[config.mk]
export PLATFORM = sky130hd
export DESIGN_NAME = multiplier_frontend
export DESIGN_NICKNAME = d
export VERILOG_FILES = /design/src/rtl/multiplier_pkg.sv /design/src/rtl/multiplier_watchdog.sv /design/src/rtl/multiplier_frontend.sv
export SDC_FILE = /design/constraint.sdc
export NUM_CORES = 1
export LEC_CHECK = 0
export CORE_MARGIN = 1.5
export CORE_UTILIZATION = 38
export CTS_CLUSTER_DIAMETER = 200
export DETAILED_ROUTE_END_ITERATION = 6
export GPL_TIMING_DRIVEN = 1
export PLACE_DENSITY = 0.84
export RECOVER_POWER = 25
export SETUP_SLACK_MARGIN = 0.3
export SYNTH_ARGS = -nofsm -noshare
export SYNTH_HDL_FRONTEND = slang
export SYNTH_SLANG_ARGS = --single-unit
[constraint.sdc]
create_clock -name clock -period 1.6 [get_ports clock]
set_input_delay 0.16 -clock clock [delete_from_list [all_inputs] [get_ports clock]]
set_output_delay 0.16 -clock clock [all_outputs]
set_load 0.01 [all_outputs]
[src/rtl/multiplier_pkg.sv]
// Shared types and constants for the multiplier streaming front end.
package multiplier_pkg;

    // Controller state encoding (2 bits, all four codes used).
    typedef logic [1:0] state_t;

    localparam state_t ST_IDLE  = 2'd0;
    localparam state_t ST_START = 2'd1;
    localparam state_t ST_WAIT  = 2'd2;
    localparam state_t ST_CLEAR = 2'd3;

    // Default watchdog limit: a WIDTH-bit shift-and-add core needs about
    // WIDTH cycles, so allow a few cycles of slack on top of that.
    function automatic int default_timeout(input int width);
        return width + 4;
    endfunction

endpackage

[src/rtl/multiplier_watchdog.sv]
// Cycle counter used to detect a multiplier core that never completes.
// Counts 0..TIMEOUT-1 and saturates there; terminal_o flags the last count.
module multiplier_watchdog #(
    parameter int TIMEOUT = 12
) (
    input  logic clock,
    input  logic reset_n,
    input  logic clear_i,
    input  logic enable_i,
    output logic terminal_o
);

    localparam int CW = $clog2(TIMEOUT + 1);

    logic [CW-1:0] count_q;
    logic [CW-1:0] count_d;

    assign terminal_o = (count_q == CW'(TIMEOUT - 1));

    // Next count: clear wins, otherwise advance while enabled, never wrapping.
    always_comb begin
        count_d = count_q;
        if (clear_i) begin
            count_d = '0;
        end else if (enable_i && !terminal_o) begin
            count_d = count_q + CW'(1);
        end
    end

    // Count register.
    always_ff @(posedge clock or negedge reset_n) begin
        if (!reset_n) begin
            count_q <= '0;
        end else begin
            count_q <= count_d;
        end
    end

endmodule

[src/rtl/multiplier_frontend.sv]
// Streaming valid/ready wrapper around a start/ready shift-and-add multiplier
// core. One operand pair is in flight at a time; after each result (or a
// watchdog abort) the core is cleared with a one-cycle mult_clear_n pulse.
module multiplier_frontend
    import multiplier_pkg::*;
#(
    parameter int WIDTH   = 8,
    parameter int TIMEOUT = default_timeout(WIDTH)
) (
    input  logic               clock,
    input  logic               reset_n,
    input  logic               in_valid,
    output logic               in_ready,
    input  logic [WIDTH-1:0]   in_multiplicand,
    input  logic [WIDTH-1:0]   in_multiplier,
    output logic [WIDTH-1:0]   mult_a,
    output logic [WIDTH-1:0]   mult_b,
    output logic               mult_start,
    input  logic               mult_ready,
    input  logic [2*WIDTH-1:0] mult_product,
    output logic               mult_clear_n,
    output logic               out_valid,
    input  logic               out_ready,
    output logic [2*WIDTH-1:0] out_product,
    output logic               err_timeout,
    input  logic               err_clear
);

    state_t             state_q, state_d;
    logic [WIDTH-1:0]   mult_a_q, mult_a_d;
    logic [WIDTH-1:0]   mult_b_q, mult_b_d;
    logic [2*WIDTH-1:0] out_product_q, out_product_d;
    logic               out_valid_q, out_valid_d;
    logic               err_timeout_q, err_timeout_d;
    logic               clear_n_q, clear_n_d;

    logic               wd_clear;
    logic               wd_enable;
    logic               wd_terminal;
    logic               capture;

    multiplier_watchdog #(
        .TIMEOUT (TIMEOUT)
    ) u_watchdog (
        .clock      (clock),
        .reset_n    (reset_n),
        .clear_i    (wd_clear),
        .enable_i   (wd_enable),
        .terminal_o (wd_terminal)
    );

    // A finished product can only be taken when the output slot is free or
    // is being drained in this same cycle.
    assign capture = mult_ready && (!out_valid_q || out_ready);

    // Controller, operand/output register and error flag next-state logic.
    always_comb begin
        state_d       = state_q;
        mult_a_d      = mult_a_q;
        mult_b_d      = mult_b_q;
        out_product_d = out_product_q;
        out_valid_d   = out_valid_q;
        err_timeout_d = err_timeout_q;
        wd_clear      = 1'b0;
        wd_enable     = 1'b0;
        in_ready      = 1'b0;
        mult_start    = 1'b0;

        // Drain first; a capture below overrides it with the new product.
        if (out_valid_q && out_ready) begin
            out_valid_d = 1'b0;
        end

        // Clear first; a timeout below overrides it (set has priority).
        if (err_clear) begin
            err_timeout_d = 1'b0;
        end

        case (state_q)
            ST_IDLE: begin
                in_ready = 1'b1;
                if (in_valid) begin
                    mult_a_d = in_multiplicand;
                    mult_b_d = in_multiplier;
                    state_d  = ST_START;
                end
            end
            ST_START: begin
                mult_start = 1'b1;
                wd_clear   = 1'b1;
                state_d    = ST_WAIT;
            end
            ST_WAIT: begin
                if (capture) begin
                    out_product_d = mult_product;
                    out_valid_d   = 1'b1;
                    state_d       = ST_CLEAR;
                end else if (mult_ready) begin
                    // Result ready but output stalled: park, watchdog frozen.
                    state_d = ST_WAIT;
                end else if (wd_terminal) begin
                    err_timeout_d = 1'b1;
                    state_d       = ST_CLEAR;
                end else begin
                    wd_enable = 1'b1;
                end
            end
            ST_CLEAR: begin
                state_d = ST_IDLE;
            end
            default: begin
                state_d = ST_IDLE;
            end
        endcase

        // Clear pulse is registered so it is low for exactly the CLEAR cycle.
        clear_n_d = (state_d != ST_CLEAR);
    end

    // State and datapath registers.
    always_ff @(posedge clock or negedge reset_n) begin
        if (!reset_n) begin
            state_q       <= ST_IDLE;
            mult_a_q      <= '0;
            mult_b_q      <= '0;
            out_product_q <= '0;
            out_valid_q   <= 1'b0;
            err_timeout_q <= 1'b0;
            clear_n_q     <= 1'b1;
        end else begin
            state_q       <= state_d;
            mult_a_q      <= mult_a_d;
            mult_b_q      <= mult_b_d;
            out_product_q <= out_product_d;
            out_valid_q   <= out_valid_d;
            err_timeout_q <= err_timeout_d;
            clear_n_q     <= clear_n_d;
        end
    end

    assign mult_a       = mult_a_q;
    assign mult_b       = mult_b_q;
    assign out_product  = out_product_q;
    assign out_valid    = out_valid_q;
    assign err_timeout  = err_timeout_q;
    assign mult_clear_n = clear_n_q;

endmodule

# [Word-level counts from Yosys, hierarchy flattened]
# Cells that the tools add are included.
[classes] n_addsub=1 n_eq_ne=5 mux=21 n_reduce_logical=10
[op_table] op="1-bit 2-to-1 mux" count=14
[op_table] op="2-bit 2-to-1 mux" count=4
[op_table] op="4-bit 2-to-1 mux" count=2
[op_table] op="2-bit case mux with 4 select lines" count=1
[op_table] op="4-bit by 1-bit adder with 4-bit output, second input constant" count=1
[op_table] op="2-bit == test, second input constant" count=2
[op_table] op="4-bit == test, second input constant" count=1
[op_table] op="2-bit AND reduction" count=2
[op_table] op="1-bit logical AND" count=3
[op_table] op="2-bit by 1-bit == test with 1-bit output, second input constant" count=1
[op_table] op="1-bit logical NOT" count=2
[op_table] op="2-bit logical NOT" count=1
[op_table] op="2-bit inequality test, second input constant" count=1
[op_table] op="2-bit nonzero test" count=1
[op_table] op="1-bit logical OR" count=1
[word_totals] reg_bits=41 inputBits=38 out_inout_bits=37 word_cells=45

# [Depth between registers and ports, before layout]
# Gate-level depths: netlist of run 1.
[depth] depth_word=8 ltp_mapped=7 ltp_nobuf=5

# [By module]
# From an unflattened synthesis of run 1, not the netlist that was laid out.
[hier_totals] cells_unflattened=117 area_unflattened_um2=1732.9
[by_module_without_submodules] mod="multiplier_frontend" n_inst=1 cells_per_inst=96 area_per_inst_um2=1522.7 seq_area_each_um2=927.1
[by_module_without_submodules] mod="multiplier_watchdog" n_inst=1 cells_per_inst=21 area_per_inst_um2=210.2 seq_area_each_um2=100.1

# [Worst setup path after synthesis of run 1]
# Ideal clock, no wire load.
[synth_path] kind="reg2reg" from="register state_q[0]" to="register mult_a_q[0] (netlist: mult_a[0])" setup_time_ns=0.125 t_arrival_ns=1.431 required_time_ns=1.475 slack_ns=0.044 path_stages_with_launch=6 path_buffers=1 synth_period_minus_slack_ns=1.556 path_cell_list="dfrtp_1 -> inv_1 -> ha_1 -> nand2_2 -> buf_2 -> mux2_2"
[synth_between] elab_chain_len=2
[synth_rtl] element="from (decl)" line_no="multiplier_frontend.sv:29" source="state_t state_q, state_d;"
[synth_rtl] element="from (signal assigned)" line_no="multiplier_frontend.sv:131" source="state_q <= state_d;"
[synth_rtl] element="2-bit logical NOT" line_no="multiplier_frontend.sv:79" source="case (state_q)"
[synth_rtl] element="2-bit AND reduction (no line)"
[synth_rtl] element="to (signal assigned)" line_no="multiplier_frontend.sv:132" source="mult_a_q <= mult_a_d;"
[synth_rtl] element="to (decl)" line_no="multiplier_frontend.sv:30" source="logic [WIDTH-1:0] mult_a_q, mult_a_d;"
# No other way between the ends.
# A chain may end at the register's enable or synchronous reset.

# [Worst setup path after layout of run 1]
[layout_path] from="register u_watchdog.count_q[1]" to="register state_q[0]"
[layout_between] elab_chain_len=5
[layout_rtl] element="from (decl)" line_no="multiplier_watchdog.sv:15" source="logic [CW-1:0] count_q;"
[layout_rtl] element="from (signal assigned)" line_no="multiplier_watchdog.sv:35" source="count_q <= count_d;"
[layout_rtl] element="4-bit == test" line_no="multiplier_watchdog.sv:18" source="assign terminal_o = (count_q == CW'(TIMEOUT - 1));"
[layout_rtl] element="2-bit 2-to-1 mux" line_no="multiplier_frontend.sv:101" source="end else if (wd_terminal) begin"
[layout_rtl] element="2-bit 2-to-1 mux" line_no="multiplier_frontend.sv:98" source="end else if (mult_ready) begin"
[layout_rtl] element="2-bit 2-to-1 mux" line_no="multiplier_frontend.sv:94" source="if (capture) begin"
[layout_rtl] element="2-bit case mux with 4 select lines" line_no="multiplier_frontend.sv:79"
[layout_rtl] element="via state_d[0]" line_no="multiplier_frontend.sv:29"
# The timed path passes the listed nets, and every way through them passes these cells.

==> results of run 1 <==
==> routing by layer <==
layer	global-route usage	wire length, um	vias up
met4	0.0629	103	0
met2	0.294	2130	46
li1	-	-	609
met3	0.0499	258	9
met5	0	0	-
met1	0.216	1720	629
==> cell families (layout without fill, tap and decap cells) <==
family                     after synthesis  after routing  synth area share
adders and majority gates                4              4            0.0287
muxes                                   33             33             0.235
buffers and inverters                    8            107            0.0316
DFF                                     41             41             0.590
AOI/OAI and AO/OA                       11             11            0.0410
and+or+nand+nor                         19             20            0.0740
==> cell usage after synthesis (all sizes together) (2+ instances only) <==
| library cell | n | share of area |
|---|---|---|
| nor2b | 4 | 0.019 |
| ha | 4 | 0.029 |
| nand2b | 2 | 0.011 |
| a21oi | 2 | 0.0057 |
| buf | 3 | 0.021 |
| mux2 | 33 | 0.23 |
| o21ai | 4 | 0.011 |
| inv | 5 | 0.011 |
| nor2 | 2 | 0.0043 |
| nand2 | 3 | 0.0079 |
| nand3b | 3 | 0.013 |
| dfrtp | 40 | 0.57 |
==> report_power, final <==
part / internal [mW] / leakage (nW) / switching, mW
Sequential: 1.52 / 0.496 / 0.260
Clock: 0.509 / 0.0585 / 0.352
Combinational: 1.62 / 0.859 / 1.04
==> sequential cells by signal (all words and copies together) (netlist names) <==
register	cells
u_watchdog.count_q	4
mult_clear_n	1
err_timeout	1
mult_b	8
out_valid	1
state_q	2
mult_a	8
out_product	16
==> worst min-delay path by stage <==
stage,from,endpoint,slack (ns),depth (start not counted)
2_1_floorplan,reset_n,err_timeout$_DFF_PN0_,-0.14,0
3_3_place_gp,reset_n,mult_b[0]$_DFFE_PN0P_,0.09,1
3_5_place_dp,reset_n,mult_b[0]$_DFFE_PN0P_,0.1,1
4_1_cts,reset_n,mult_b[0]$_DFFE_PN0P_,0.32,2
5_1_grt,err_clear,err_timeout$_DFF_PN0_,0.43,2
6_report,err_clear,err_timeout$_DFF_PN0_,0.43,2
==> timing repair <==
item	CTS	global route
hold buffers	1	0
hold endpoints to repair	15	0
setup endpoints to repair	73	41
buffers inserted	7	4
cloned	2	0
pin swaps	3	3
gates resized for setup	53	38
==> layout make-up <==
type                       count  area (sq um)  area share
timing repair buffer          94           905       0.304
clock buffer                   7          86.3      0.0290
sequential                    41          1030       0.345
multi-input combinational     68           848       0.285
inverter                       5          18.8     0.00630
tap                           52          65.1      0.0218
clock inverter                 1          30.0      0.0101
==> per-stage QoR <==
step                      std cells  area, sq um  power [mW]  setup slack, ns  hold WS (ns)
after floorplan                 116         1750        2.90            0.102        -0.136
after global placement          246         2580        4.08           0.0669        0.0929
after detailed placement        246         2580        4.15           0.0409        0.0991
after CTS                       264         2800        4.91           0.0863         0.316
after global routing            268         2980        5.62           0.0763         0.433
final                           268         2980        5.30            0.117         0.430
==> flow_summary.toml, run 1 <==
[die]
rows = 24
die_w_um = 70.7
ios = 75
start_util = 0.397
dieArea_sq_um = 5000
core_area_sq_um = 4380
die_y_um = 70.7

[power]
p_leak_nw = 1.41
p_per_area_nw_per_um2 = 1780
peakVddDrop_mv = 0.968

[clock_network]
clk_pin_slew_ns = 0.07
cts_root_buf = "clkbuf_8"
htreeDepth = 2
ctsLongestPathBuffers = 2
cts_sinks = 41
clk_latency_ns = 0.30
numCtsBuffers = 5
cts_tree = "built"

[setup_path]
reg2reg_setup_slack_ns = 0.12
crit_start = "u_watchdog.count_q[1]$_DFFE_PN0P_"
slowest_stage = "dfrtp_1"
cp_slowest_stage_delay_ns = 0.40
crit_chain = "ha_2 > and3b_2 > o311a_1 > or2_1"
critPathMaxFanout = 4
start_kind = "flop"
r2r_cells = 4
arrival_ns = 1.67
worstSetupPathType = "reg -> reg"
crit_required_ns = 1.78
r2r-start = "u_watchdog.count_q[1]$_DFFE_PN0P_"
crit_path_end = "state_q[0]$_DFF_PN0_"
cp_top_family = "simple AND/OR/NAND/NOR gates"
endpoint_kind = "flop"
critical_path_buf_inv_count = 0
worstSetupPathDepth = 4
rr_endpoint = "state_q[0]$_DFF_PN0_"

[outcome]
outcome = "finished, final reports clean"

[min_path]
hold_class = "in -> reg"

[route]
avgRoutedWirePerCell_um = 15.7
post-route-drc-count = 0
drtAntennaViolNets = 0
drt_iter0_drc = 73
via_per_inst = 4.82
vias = 1293
dr.pass1.iters = 4
wl_mm = 4.22

[final_layout]
fin_util = 0.680
diodes = 0
final_cell_mix = "40 x dfrtp_1, 37 x clkdlybuf4s50_1, 34 x dlygate4sd2_1"
drive_gt1_frac = 0.370
nNetsFinal = 257
syn2layout_area_growth_pct = 71.1
final_common_cell = "dfrtp_1"
fillers = 321

[sta]
finalSetupTns_ns = 0
grt_setup_unrepaired = "yes"
hold_violations = 0
setup_viol_count_final = 0
fmax_mhz = 674
period_share = 0.927
worst_pin_slew_ns = 0.889
slew_headroom = 0.408
post-route-min-period_ns = 1.48
clock_skew_ns = 0.00501
drv_slew = 0

[placed_design]
port_buffers = 74
dp_hpwl_mm = 2.75
place_congestion = 0.712

[global_routing]
grt_pass1_vias = 1380
globalRouteOverflowTotal = 0
grt_max_degree = 18
grt_pass1_wl_mm = 6.73
antenna_found_initial = 0
grt_use_total = 0.175

[synthesis]
syn_nets = 158
synth_edf_count = 0
ys_seq_area_frac = 0.590
yosysUniqueCellTypes = 29
synth_ff_type = "dfrtp_1"
syn_area_sq_um = 1740
synthArstFlopShare = 1.00
syn_avg_cell_area_sq_um = 15.0
yosysWarningCount = 0
ys_seq_elements = 41
synth_cells = 116

[flow_run]
cap_violations = 0
Note: power is estimated with default switching activity, not from simulation.
==> run 2: changes to the inputs <==
--- a/config.mk
+++ b/config.mk
@@ -7,6 +7,7 @@
 export LEC_CHECK = 0
 export CORE_MARGIN = 1.5
 export CORE_UTILIZATION = 38
+export CTS_BUF_LIST = sky130_fd_sc_hd__clkbuf_16
 export CTS_CLUSTER_DIAMETER = 200
 export DETAILED_ROUTE_END_ITERATION = 6
 export GPL_TIMING_DRIVEN = 1
==> run 2 against run 1 <==
Flip-flop and latch count did not move. Via count shrank 0.39%. Fmax increased by 0.52%. Clock skew shrank 0.0026 ns. Global-route usage is 0.24 points higher.
==> flow_summary.toml, run 2 (synthesized netlist as in run 1, its figures left out) <==
[outcome]
outcome = "finished, final reports clean"

[power]
peakVddDrop_mv = 0.915
p_clk_frac = 0.211
p_switching_mw = 1.57
seq_power_share = 0.346
p_per_area_nw_per_um2 = 1800
p_int_mw = 3.60
sw_frac_of_total = 0.303
p_leak_nw = 1.34
p_comb_frac = 0.443

[final_layout]
diodes = 0
syn2layout_area_growth_pct = 64.9
final_cell_mix = "39 x dfrtp_1, 36 x clkdlybuf4s50_1, 35 x dlygate4sd2_1"
largest_register_ffs = 16
final-instance-count-excl-fill = 263
nNetsFinal = 252
final_common_cell = "dfrtp_1"
fin_util = 0.655
drive_gt1_frac = 0.346

[clock_network]
cts_root_buf = "clkbuf_16"
clk_latency_ns = 0.27
numCtsBuffers = 5
ctsLongestPathBuffers = 2
htreeDepth = 2
cts_tree = "built"
clk_pin_slew_ns = 0.05
cts_sinks = 41

[sta]
worst_pin_slew_ns = 0.894
hold_violations = 0
fmax_mhz = 678
hold_ws_ns = 0.460
grt_setup_unrepaired = "yes"
finalSetupTns_ns = 0
period_share = 0.922
clock_skew_ns = 0.00238
post-route-min-period_ns = 1.48
setup_viol_count_final = 0
fin_ws_ns = 0.124
drv_slew = 0
slew_headroom = 0.404

[route]
wl_mm = 4.20
vias = 1288
drtAntennaViolNets = 0
post-route-drc-count = 0
drt_iter0_drc = 77
via_per_inst = 4.90
avgRoutedWirePerCell_um = 16.0
dr.pass1.iters = 4

[global_routing]
globalRouteOverflowTotal = 0
grt_pass1_vias = 1383
grt_pass1_wl_mm = 6.89
grt_max_degree = 18
antenna_found_initial = 0
grt_use_total = 0.178

[die]
start_util = 0.397
die_w_um = 70.7
ios = 75
die_y_um = 70.7
rows = 24
dieArea_sq_um = 5000
core_area_sq_um = 4380

[placed_design]
dp_hpwl_mm = 2.75
place_congestion = 0.712
port_buffers = 74
pre_cts_ws_ns = 0.0409
dp.cells = 246

[setup_path]
critPathMaxFanout = 8
crit_chain = "inv_2 > ha_4 > nand2_4 > nor2b_4 > clkbuf_16 > mux2_4"
crit_required_ns = 1.76
arrival_ns = 1.63
cp_top_family = "flip-flops"
start_kind = "flop"
slowest_stage = "dfrtp_1"
endpoint_kind = "flop"
critical_path_buf_inv_count = 2
worstSetupPathType = "reg -> reg"
cp_slowest_stage_delay_ns = 0.39

[flow_run]
cap_violations = 0

[min_path]
hold_class = "in -> reg"
## run 2: cell count changes in the layout (fill, tap and decap cells not counted), moves of 2 or more
cell	delta
clkbuf_8	-6
buf_6	-5
nand2_8	-2
buf_4	+2
mux2_4	-13
clkbuf_16	+6
mux2_2	+13
## run 2: what timing repair did
action / in CTS / in global routing
pin swaps: 5 / 0
hold buffers: 1 / 0
gates resized for setup: 55 / 13
setup endpoints to repair: 73 / 40
hold endpoints to repair: 15 / 0
buffers inserted: 6 / 1
gates cloned: 1 / 0
## run 2: area by class of cell
| class | instances | area [sq um] |
|---|---|---|
| clock buffer | 5 | 125 |
| clock inverter | 3 | 37.5 |
| timing repair buffer | 90 | 845 |
| sequential | 41 | 1030 |
| fill | 338 | 1510 |
| multi-input combinational | 67 | 753 |
| inverter | 5 | 18.8 |
| tap | 52 | 65.1 |
## run 2: worst paths after layout
kind / startpoint / end / slack (ns) / cells past startpoint
worst max-delay path: state_q[0]$_DFF_PN0_ / out_product[6]$_DFFE_PN0P_ / 0.12 / 6
min in group asynchronous: reset_n / out_product[10]$_DFFE_PN0P_ / 0.53 / 2
max in group asynchronous: reset_n / mult_clear_n$_DFF_PN1_ / 0.29 / 3
worst min register to register: mult_b[7]$_DFFE_PN0P_ / mult_b[7]$_DFFE_PN0P_ / 0.50 / 1
worst min-delay path: err_clear / err_timeout$_DFF_PN0_ / 0.46 / 2
worst max register to register: state_q[0]$_DFF_PN0_ / out_product[6]$_DFFE_PN0P_ / 0.12 / 6
## run 2: per-stage QoR
step / cell area (sq um) / total power, mW
global route: 2870 / 5.48
detailed placement: 2580 / 4.15
floorplan: 1750 / 2.90
finish: 2870 / 5.17
CTS: 2830 / 5.12
global placement: 2580 / 4.08
## run 2: power by group through the flow
stage	clock, mW	sequential [mW]	combinational [mW]
after floorplan	0	1.99	0.904
after CTS	1.12	1.78	2.22
final	1.09	1.79	2.29
after global routing	1.16	1.86	2.46
after detailed placement	0	1.80	2.35
after global placement	0	1.78	2.30
## run 2: per-layer routing
metal | GRT usage | vias up | wire [um]
met2 | 0.293 | 49 | 2130
met5 | 0 | - | 0
met1 | 0.226 | 635 | 1740
met4 | 0.0776 | 0 | 82
li1 | - | 595 | -
met3 | 0.0385 | 9 | 254
==> run 3: changes to the inputs <==
--- a/config.mk
+++ b/config.mk
@@ -6,12 +6,13 @@
 export NUM_CORES = 1
 export LEC_CHECK = 0
 export CORE_MARGIN = 1.5
-export CORE_UTILIZATION = 38
+export CORE_UTILIZATION = 39
 export CTS_BUF_LIST = sky130_fd_sc_hd__clkbuf_16
 export CTS_CLUSTER_DIAMETER = 200
+export CTS_CLUSTER_SIZE = 10
 export DETAILED_ROUTE_END_ITERATION = 6
 export GPL_TIMING_DRIVEN = 1
-export PLACE_DENSITY = 0.84
+export PLACE_DENSITY = 0.83
 export RECOVER_POWER = 25
 export SETUP_SLACK_MARGIN = 0.3
 export SYNTH_ARGS = -nofsm -noshare
==> constraint.sdc (replaced) <==
create_clock -name clock -period 1.4 [get_ports clock]
set_input_delay 0.14 -clock clock [delete_from_list [all_inputs] [get_ports clock]]
set_output_delay 0.14 -clock clock [all_outputs]
set_load 0.01 [all_outputs]
==> run 3 against run 2 <==
Setup slack worse by 0.17 ns. The run now ends with negative setup slack left. Power is 25% higher. Flip-flop and latch count stayed put. Via count is 0.62% higher. Highest routed layer unchanged. Largest power group unchanged.
==> flow_summary.toml, run 3 (synthesized netlist as in run 1, its figures left out) <==
[sta]
setup_viol_count_final = 19
fmax_mhz = 691
fin_ws_ns = -0.0481
slew_headroom = 0.687
worst_pin_slew_ns = 0.470
hold_ws_ns = 0.352
hold_violations = 0
clock_skew_ns = 0.00616
finalSetupTns_ns = -0.564
post-route-min-period_ns = 1.45
drv_slew = 0
grt_setup_unrepaired = "yes"
period_share = 1.03

[placed_design]
place_congestion = 0.826
port_buffers = 74
dp_hpwl_mm = 2.84

[setup_path]
crit_start = "state_q[0]$_DFF_PN0_"
start_kind = "flop"
r2r_cells = 6
worstSetupPathType = "reg -> reg"
reg2reg_setup_slack_ns = -0.05
arrival_ns = 1.60
endpoint_kind = "flop"
rr_endpoint = "out_product[10]$_DFFE_PN0P_"
r2r-start = "state_q[0]$_DFF_PN0_"
crit_required_ns = 1.56
critPathMaxFanout = 8

[clock_network]
clk_latency_ns = 0.27
cts_sinks = 41
ctsLongestPathBuffers = 2
numCtsBuffers = 5
htreeDepth = 2
cts_root_buf = "clkbuf_16"
cts_tree = "built"
clk_pin_slew_ns = 0.06

[route]
vias = 1296
drtAntennaViolNets = 0
wl_mm = 4.19
drt_iter0_drc = 26
top_layer = "met4"
post-route-drc-count = 0
via_per_inst = 4.76
met3_length_um = 198
drt-met1-wl_mm = 1.77
dr.pass1.iters = 4
dr_wl_met2_mm = 2.17
avgRoutedWirePerCell_um = 15.4

[die]
die_y_um = 69.8
core_area_sq_um = 4320
ios = 75
rows = 24
die_w_um = 69.8
dieArea_sq_um = 4880
start_util = 0.403

[power]
p_per_area_nw_per_um2 = 2100
p_leak_nw = 1.48
peakVddDrop_mv = 1.14

[outcome]
outcome = "finished, violations left"
violations = "negative setup slack"

[final_layout]
final_cell_mix = "39 x dfrtp_1, 36 x clkdlybuf4s50_1, 33 x mux2_4"
fin_util = 0.712
syn2layout_area_growth_pct = 76.8
drive_gt1_frac = 0.391
final_common_cell = "dfrtp_1"
nNetsFinal = 261
diodes = 0
largest_register_ffs = 16
fillers = 307

[global_routing]
grt_pass1_wl_mm = 6.69
grt_use_total = 0.172
grt_pass1_vias = 1411
globalRouteOverflowTotal = 0
grt_max_degree = 20
antenna_found_initial = 0

[min_path]
hold_class = "in -> async"

[flow_run]
cap_violations = 0
==> run 3: cell types whose count changed in the layout (fill, tap and decap cells not counted), sizes merged <==
cell	before	now
buf	15	26
clkdlybuf4s15	1	15
dlygate4sd2	35	18
clkbuf	7	8
==> run 3: metrics by stage <==
stage / worst slack, ns / total power, mW / instance area [sq um] / std cells
3_5_place_dp: -0.150 / 4.86 / 2650 / 254
4_1_cts: -0.0821 / 6.10 / 2930 / 268
2_1_floorplan: -0.0985 / 3.31 / 1750 / 116
3_3_place_gp: -0.108 / 4.78 / 2650 / 254
5_1_grt: -0.109 / 6.80 / 3080 / 272
6_report: -0.0481 / 6.46 / 3080 / 272
==> run 3: worst max-delay path by stage <==
stage | end | cells after the start | slack, ns
2_1_floorplan | out_product[10]$_DFFE_PN0P_ | 7 | -0.1
3_3_place_gp | out_product[1]$_DFFE_PN0P_ | 5 | -0.11
3_5_place_dp | out_product[0]$_DFFE_PN0P_ | 5 | -0.15
4_1_cts | out_product[0]$_DFFE_PN0P_ | 5 | -0.08
5_1_grt | out_product[12]$_DFFE_PN0P_ | 6 | -0.11
6_report | out_product[10]$_DFFE_PN0P_ | 6 | -0.05
==> run 3: worst max-delay path, stage by stage (launching register included) <==
cell and delay, ns:
dfrtp_1 0.38, inv_2 0.08, ha_4 0.14, nand2_4 0.05, nor2b_4 0.19, clkbuf_16 0.19
mux2_4 0.30
==> run 3: power breakdown <==
part	switching [mW]	total [mW]	internal [mW]
Combinational	1.19	3.17	1.99
Clock	0.413	1.24	0.827
Sequential	0.299	2.05	1.75
Total	1.90	6.46	4.56
==> run 3: layout make-up <==
cell class,instances,area (sq um),area share
Inverter,5,18.8,0.00610
Sequential cell,41,1030,0.334
Clock buffer,5,125,0.0406
Clock inverter,3,37.5,0.0122
Timing Repair Buffer,99,973,0.316
Multi-Input combinational cell,67,831,0.270
Tap cell,52,65.1,0.0211
==> run 3: per-layer routing <==
| layer | vias up | GRT usage |
|---|---|---|
| met3 | 5 | 0.0378 |
| met2 | 41 | 0.303 |
| met5 | - | 0 |
| met1 | 639 | 0.209 |
| li1 | 611 | - |
| met4 | 0 | 0.0513 |
==> run 3: timing repair <==
action / in CTS / in global routing
gates resized for setup: 72 / 42
hold endpoints to repair: 15 / 0
setup buffers: 4 / 3
endpoints found under the setup margin: 76 / 55
cloned: 1 / 1
hold buffers: 1 / 0
pin swaps: 4 / 2
==> edit, RTL diff (settings of run 1) <==
`out_product_q` no longer has a reset.
--- a/src/rtl/multiplier_frontend.sv
+++ b/src/rtl/multiplier_frontend.sv
@@ -123,7 +123,6 @@
             state_q       <= ST_IDLE;
             mult_a_q      <= '0;
             mult_b_q      <= '0;
-            out_product_q <= '0;
             out_valid_q   <= 1'b0;
             err_timeout_q <= 1'b0;
             clear_n_q     <= 1'b1;
@@ -131,11 +130,14 @@
             state_q       <= state_d;
             mult_a_q      <= mult_a_d;
             mult_b_q      <= mult_b_d;
-            out_product_q <= out_product_d;
             out_valid_q   <= out_valid_d;
             err_timeout_q <= err_timeout_d;
             clear_n_q     <= clear_n_d;
         end
+    end
+
+    always_ff @(posedge clock) begin
+        out_product_q <= out_product_d;
     end
 
     assign mult_a       = mult_a_q;
Function: differs if reset_n is asserted again (counterexample within 4 cycles, from zero or initial values and one cycle with reset_n low); with reset_n held inactive, the same outputs for 10 cycles.
==> edit against run 1 <==
Cell area is 10% lower. Hold slack got worse by 0.018 ns. Worst setup slack gained 0.040 ns. Sequential cell count did not move. Non-clock buffer count down 8. Clock power down 2%. Global-route usage shrank 1.3 points. Area after synthesis fell by 11%. Wire length down 3.7%. Power down 21%. Clock skew is essentially flat. Largest cell class unchanged.
==> edit: results (changes against run 1) <==
Logic synthesis
The adder-cell area share of the yosys netlist is 3.22% (+0.34 points). The number of synthesized flops with an enable pin came to 16 (+16). After synthesis, the cell types taking the most area are dfrtp_1 39%, edfxtp_1 31%, mux2_2 12%, ha_1 3.2%, dfstp_2 1.7%. The main flop type after synthesis is dfrtp_1. The post-synthesis xor/xnor area fraction was 0% (unchanged). The number of distinct library cell variants in the gate-level netlist after synthesis is 26 (-10%). The async set-reset flop share out of synthesis is 61.0% (-39 points). The mux contribution to synthesized area is 12.3% (-11 points). The post-synthesis net count came to 140 (-11%).

The synthesized-area fraction occupied by ao, oa, aoi and oai cells is 4.51% (+0.41 points). The part of the Yosys area used for sequential elements was 71.2% (+12 points). The commonest cells after synthesis are 24 x dfrtp_1, 17 x mux2_2, 16 x edfxtp_1.

Placed design
The sum of net half-perimeters after detailed placement is 2810 um (+1.9%). The weighted congestion reported at the end of routability-driven placement is 0.701 (-1.5%). The post-detailed-placement cell area is 2450 um^2 (-5.0%). The placement-stage worst setup slack is 0.115 ns (+0.0741 ns).

Global route
The via count of the first global-routing pass is 1074 (-22%). The met2 track demand over resource is 27.5% (-1.9 points). The pin count of the biggest net entering global routing is 26 (+8).

The wire length of the first global-routing pass came to 5120 um (-24%). The total track usage came to 16.2% (-1.3 points). The number of antenna violations at the first check in global routing is 0 (unchanged). The met1 capacity usage during global routing was 18.3% (-3.4 points). The met3 demand-to-capacity share in global routing is 4.56% (-0.42 points).

CTS
The post-cts gate resize count was 35 (-34%). The cell sitting at the root of the clock tree is a clkbuf_8. The number of buffers inserted to repair setup after CTS came to 3 (-4).

Layout
The antenna diode count is 0 (unchanged). The final layout net count is 233 (-9.3%). The flip-flop count of the largest register, all copies and words added is 16 (unchanged). The ratio of cells with drive above 1 in the final layout is 28.6% (-8.4 points).

Routing
The count of TritonRoute iterations in the first routing pass is 5 (+1). The detail-routed via count per cell is 4.69 (-2.8%). The iteration-0 DRC count of the detailed router is 48 (-34%). The final routed wire length divided by cell count came to 16.8 um (+6.6%).

Power
The net switching power figure is 0.00128 W (-22%). The static leakage power is 1.21 nW (-14%). The combinational share of power was 41.6% (-8.6 points).

The power in sequential cells is 0.00160 W (-10%). The maximum VDD drop is 0.000681 V (-30%).

Timing
The transition time at the pin with the least slew margin came to 0.616 ns (-0.273 ns). The setup clock skew after layout is 0.00538 ns (+0.000370 ns). The worst hold slack across all endpoints is 0.413 ns (-0.0178 ns).

Setup path
The reg-to-reg setup timing slack is 0.16 ns (+0.04 ns). The startpoint of the most critical setup path is state_q[0]. The endpoint identified for the worst register-to-register timing path is u_watchdog.count_q[0]. The standard cell with the maximum stage delay on the critical path is dfrtp_1. The depth of the worst register-to-register path is 5 (+1).

Hold path
In this run the worst hold path is classified as in -> async.

Run status
The run finished with clean final reports.
edit: changes by cell type in the layout (fill, tap and decap cells not counted), moves of 3 or more:
cell / change
dlygate4sd2_1: -8
mux2_2: +7
buf_6: -4
buf_4: -3
dlymetal6s2s_1: +9
clkbuf_2: +3
edfxtp_1: +16
mux2_4: -23
dlygate4sd3_1: +14
clkdlybuf4s50_1: -15
dfrtp_1: -16
edit: layout make-up:
class                           instances  area, um^2
Clock buffer                            7        86.3
Clock inverter                          1        30.0
Fill cell                             276        1290
Inverter                                5        18.8
Multi-Input combinational cell         52         549
Sequential cell                        41        1110
Tap cell                               50        62.6
Timing Repair Buffer                   86         828
edit: logic make-up after synthesis:
kind of cell / after synthesis
flops: 41
buf+inv: 6
fa+ha+maj: 4
mux: 17
compound gates: 11
simple gates: 19
edit: layer usage:
layer,vias to the layer above,routed length [um]
met5,-,0
met4,0,89
met2,51,2150
met1,538,1540
li1,538,-
met3,8,281
edit: stage by stage:
step                      power [W]  cells
after floorplan             0.00243     98
after global placement      0.00323    224
after detailed placement    0.00332    224
after CTS                   0.00402    235
after global routing        0.00439    242
final                       0.00419    242
edit: worst reg2reg max path, cell delays in order, from the launching register on:
cell and delay (ns):
dfrtp_1 0.41, inv_2 0.11, ha_4 0.15, or2b_1 0.25, or3_1 0.33, a21oi_2 0.13
edit: worst max path at each step:
stage                     slack, ns                     to  cells past startpoint
after floorplan                0.26  u_watchdog.count_q[0]                      5
after global placement         0.17  u_watchdog.count_q[0]                      4
after detailed placement       0.11  u_watchdog.count_q[0]                      4
after CTS                      0.16  u_watchdog.count_q[0]                      5
after global routing           0.12  u_watchdog.count_q[0]                      5
final                          0.16  u_watchdog.count_q[0]                      5
